**config.mk**
```make
export PLATFORM = sky130hd
export DESIGN_NAME = mux_pipe
export DESIGN_NICKNAME = d
export VERILOG_FILES = /design/src/rtl/mux_pipe.sv
export SDC_FILE = /design/constraint.sdc
export NUM_CORES = 1
export LEC_CHECK = 0
export ABC_AREA = 1
export CAP_MARGIN = 20
export CORE_AREA = 3 3 97 108
export CTS_CLUSTER_SIZE = 30
export DETAILED_ROUTE_END_ITERATION = 10
export DIE_AREA = 0 0 100 111
export GPL_ROUTABILITY_DRIVEN = 0
export MAX_ROUTING_LAYER = met4
export PLACE_DENSITY = 0.8
export SYNTH_ARGS = -nofsm -noshare
export SYNTH_HDL_FRONTEND = slang
export SYNTH_SLANG_ARGS = --single-unit
```
**constraint.sdc**
```tcl
create_clock -name clk -period 1.9 [get_ports clk]
set_input_delay 0.38 -clock clk [delete_from_list [all_inputs] [get_ports clk]]
set_output_delay 0.38 -clock clk [all_outputs]
set_load 0.05 [all_outputs]
```
**src/rtl/mux_pipe.sv**
```systemverilog
// N-input WIDTH-bit registered selector with a 2-entry skid buffer on the output.
// The head entry drives dout; sel_err flags words captured with an out-of-range select.
module mux_pipe #(
  parameter int WIDTH = 32,
  parameter int N     = 4,
  parameter int SEL_W = $clog2(N)
) (
  input  logic               clk,
  input  logic               rst_n,
  input  logic [N*WIDTH-1:0] din,
  input  logic [SEL_W-1:0]   sel,
  input  logic               in_valid,
  output logic               in_ready,
  output logic               out_valid,
  input  logic               out_ready,
  input  logic               flush,
  output logic [WIDTH-1:0]   dout,
  output logic               sel_err,
  output logic [1:0]         occupancy
);

  logic [WIDTH-1:0] head_data, tail_data;
  logic             head_err, tail_err;
  logic [1:0]       occ_q;

  logic [WIDTH-1:0] sel_word;
  logic             sel_bad;
  logic             push, pop;

  // NOTE: every variable written in always_comb gets a default first, so no path leaves it unassigned (no latch).
  always_comb begin
    sel_word = '0;
    sel_bad  = 1'b1;
    for (int k = 0; k < N; k++) begin
      if (sel == SEL_W'(k)) begin
        sel_word = din[k*WIDTH +: WIDTH];
        sel_bad  = 1'b0;
      end
    end
  end

  // Ready depends only on registered occupancy, so out_ready never reaches in_ready.
  assign in_ready  = (occ_q < 2'd2);
  assign out_valid = (occ_q != 2'd0);
  assign push      = in_valid & in_ready;
  assign pop       = out_valid & out_ready;

  // NOTE: state registers use non-blocking assignments so every flop samples pre-edge values.
  // NOTE: both buffer entries are reset explicitly; dout must read zero straight out of reset.
  always_ff @(posedge clk or negedge rst_n) begin
    if (!rst_n) begin
      occ_q     <= 2'd0;
      head_data <= '0;
      tail_data <= '0;
      head_err  <= 1'b0;
      tail_err  <= 1'b0;
    end else if (flush) begin
      occ_q    <= 2'd0;
      head_err <= 1'b0;
    end else begin
      case (occ_q)
        2'd0: begin
          if (push) begin
            head_data <= sel_word;
            head_err  <= sel_bad;
            occ_q     <= 2'd1;
          end
        end
        2'd1: begin
          if (push && pop) begin
            head_data <= sel_word;
            head_err  <= sel_bad;
          end else if (push) begin
            tail_data <= sel_word;
            tail_err  <= sel_bad;
            occ_q     <= 2'd2;
          end else if (pop) begin
            occ_q <= 2'd0;
          end
        end
        2'd2: begin
          // Full: no push possible; a pop promotes the tail into the head slot.
          if (pop) begin
            head_data <= tail_data;
            head_err  <= tail_err;
            occ_q     <= 2'd1;
          end
        end
        default: occ_q <= 2'd0;
      endcase
    end
  end

  assign dout      = head_data;
  assign sel_err   = head_err & out_valid;
  assign occupancy = occ_q;

endmodule

```
==> summary by stage <==
Outcome
The flow ran to the end, and the final reports show no timing, DRC or antenna violations.

Global routing
The overall routing resource usage is 23.6%. The total overflow left after global routing is 0. Entering global routing, the biggest net connects 66 pins. The initial antenna violation count is 0. The first global-routing pass estimated about 21 mm of wire. The via count of the first global-routing pass is 4308.

STA
On the final layout, the worst hold slack is ~480 ps. The count of final hold-check violations is 0. The smallest clock period supported by the final layout is computed as 1870 ps. Setup repair after global routing left no endpoint under its margin. The achievable frequency is 536 MHz. The remaining max-slew budget at the tightest pin is 64.5%.

Setup violations remaining at the end of the flow were counted as 0. The post-route fraction of the period consumed by the critical path is 98.2%. For the final database, setup skew stands at 10.2 ps.

The sum of negative setup slack is 0 ps. The transition time at the pin with the least slew margin is 531 ps. The count of final max-slew check failures is 0.

Finish
Once layout is complete, the cells apart from fillers number between 800 and 900. The fraction of final layout cells with drive strength greater than 1 is 7.44%. The fill cell instance count of the final layout is 858. Relative to the synthesized area, the layout overhead comes to 48.9%. In the layout the commonest cells are nand2_1 (231), clkdlybuf4s50_1 (135), nor2_1 (70), nand3_1 (70), dfrtp_1 (68). The finished layout cell area is 0.00600 mm^2.

The library cell used most frequently in the layout, excluding fill and tap cells, is nand2_1. 0 antenna diodes ended up in the layout. The number of nets in the layout is 883.

CTS
The clock tree root buffer cell is clkbuf_8. The clock net in this run drives a total of 68 sinks. The TritonCTS buffer count is 9.

Buffers added to address setup during post-CTS repair amount to 0. The later-pin clock latency in the skew report is 330 ps. Clock-pin slew was measured on the worst setup and hold paths at about 70 ps.

TritonCTS built the clock tree. The maximum buffer depth of the clock tree is 2. The level count of the clock H-tree is 3.

Logic synthesis
The cell count after synthesis is 591. During synthesis, Yosys emitted a total of 0 warnings. Averaged over all synthesized cells, the footprint is 6.82 um^2. The netlist area before placement is 0.00403 mm^2. Synthesis inferred 68 register bits. When the netlist entered floorplanning its net count stood at 726. After synthesis, the netlist uses 24 different library cells. Summing the sequential cell areas from Yosys gives between 40% and 50% of the chip area.

Route
The mean routed wirelength per cell is 14.4 um. The first detailed-routing pass ran for 5 iterations. Dividing the detail-routed via count by the number of cells gives 5.06. In this run the remaining antenna-violating nets after routing total 0. The final wirelength is 12.5 mm.

The number of DRC violations after detailed-routing iteration 0 is 217. The via count is 4401. After detailed routing, the number of remaining DRC violations is 0.

Floorplan
The die area is 0.0111 mm^2. Once the floorplan was initialized, standard cells occupied 42.9% of the core. The die extent in y is 111 um. The number of cell rows is 37. The die width is 100 um. The top-level port count is 172. The total area inside the core boundary comes to 0.00940 mm^2.

Placement
The placed instance area is 0.00581 mm^2. Summed over all nets, the half-perimeter wirelength after detailed placement is around 9.0 mm. The port buffer count is 171. Including well taps, the total number of placed cells is 853.

Worst setup path
The worst setup path is of the reg2out kind. In this design, the stage delay of the slowest critical-path cell is between 800 and 900 ps. The type of destination of the critical path is a primary output. At the worst endpoint, the required time is 1520 ps. The number of buffers and inverters on the critical path is 1. The worst register-to-register path begins at occupancy[1]. In this run the number of cells on the critical path is 1. Grouping stages by cell kind, the critical path spends the most delay in buffers and inverters. The signal on the critical path passes through clkdlybuf4s50_1.

The endpoint identified for the worst register-to-register timing path is tail_data[10]. The worst-path maximum fanout is 2. The cell with the biggest individual delay on the critical path is clkdlybuf4s50_1. The startpoint kind of the worst setup timing path is a flip-flop. The number of cells on the worst reg-to-reg path is 5. The critical path starts at dout[22]. The data arrival at the endpoint of the critical path is 1490 ps. In this run the register-to-register setup slack is about 300 ps.

Min path
In this run the most critical hold path is launched from dout[3]. The worst hold path stage count is 2. The min-delay analysis places its worst path in the category reg2reg. The path with the worst hold slack has its endpoint at dout[3].

Pwr
Power comes to 5.80 mW. The worst-case IR drop observed on VDD is 0.511 mV. The leakage component of the power is 3.08 nW. The power density normalized to cell area is 967 mW/mm^2.

Run
Across the run, the number of max-cap violations was 0.
==> layout make-up <==
cell class,instances,area (um^2),area share (%)
inverters,9,36.3,0.605
clock inverters,2,10.0,0.167
clock buffers,14,153,2.54
flip-flops and latches,68,1700,28.4
well taps,117,146,2.44
multi-input cells,476,2060,34.3
repair buffers,184,1890,31.5
==> logic make-up after synthesis <==
group	Yosys count	share of synthesized area [%]
AND/OR/NAND/NOR	411	42.8
flip-flops	68	42.2
AO/OA/AOI/OAI	65	8.22
buffers and inverters	47	6.80
==> routing by layer <==
metal	GRT usage (%)	part of all wire (%)
met2	38.9	49
met1	29.8	42
met3	3.78	6.8
met5	-	0
met4	7.28	1.5
==> sequential cells by signal (all words and copies together) (netlist names) <==
register / flops
dout: 32
tail_data: 32
occupancy: 2
tail_err: 1
head_err: 1
==> where the power goes <==
group          leakage (nW)  switching [mW]  internal [mW]
Combinational          2.14            1.64          0.949
Sequential            0.861           0.272           1.93
Clock                0.0844           0.510          0.508
Total                  3.08            2.42           3.38
==> worst max path at each step <==
stage               endpoint  slack (ps)
3_3_place_gp        dout[18]          60
4_1_cts             dout[17]         0.3
5_1_grt              dout[2]         0.8
2_1_floorplan        dout[0]         180
3_5_place_dp   tail_data[25]         -10
6_report            dout[22]          30
==> cell usage after synthesis, drive strengths merged <==
master  count  share of area, %
nor3        1              0.12
nand3      70               8.7
o21ai      63               7.8
dfrtp      68                42
buf        25               4.7
nand2     234                22
clkbuf     13               1.2
o41ai       1              0.22
inv         9              0.90
nand4       2              0.31
and2        1              0.16
or2        30               4.7
o211ai      1              0.19
nor2       73               6.9
==> what timing repair did <==
action,in CTS,in global routing
hold buffers,1,0
endpoints found under the setup margin,5,11
gates resized for setup,5,11
hold endpoints to repair,24,0
==> per-stage QoR <==
step / setup WS, ps / util, %
2_1_floorplan: 177 / -
3_3_place_gp: 62.9 / 61.8
3_5_place_dp: -12.2 / 61.8
4_1_cts: 0.314 / 63.6
5_1_grt: 0.754 / 63.9
6_report: 34.1 / 63.9
Power figures use the tool's default switching activity.
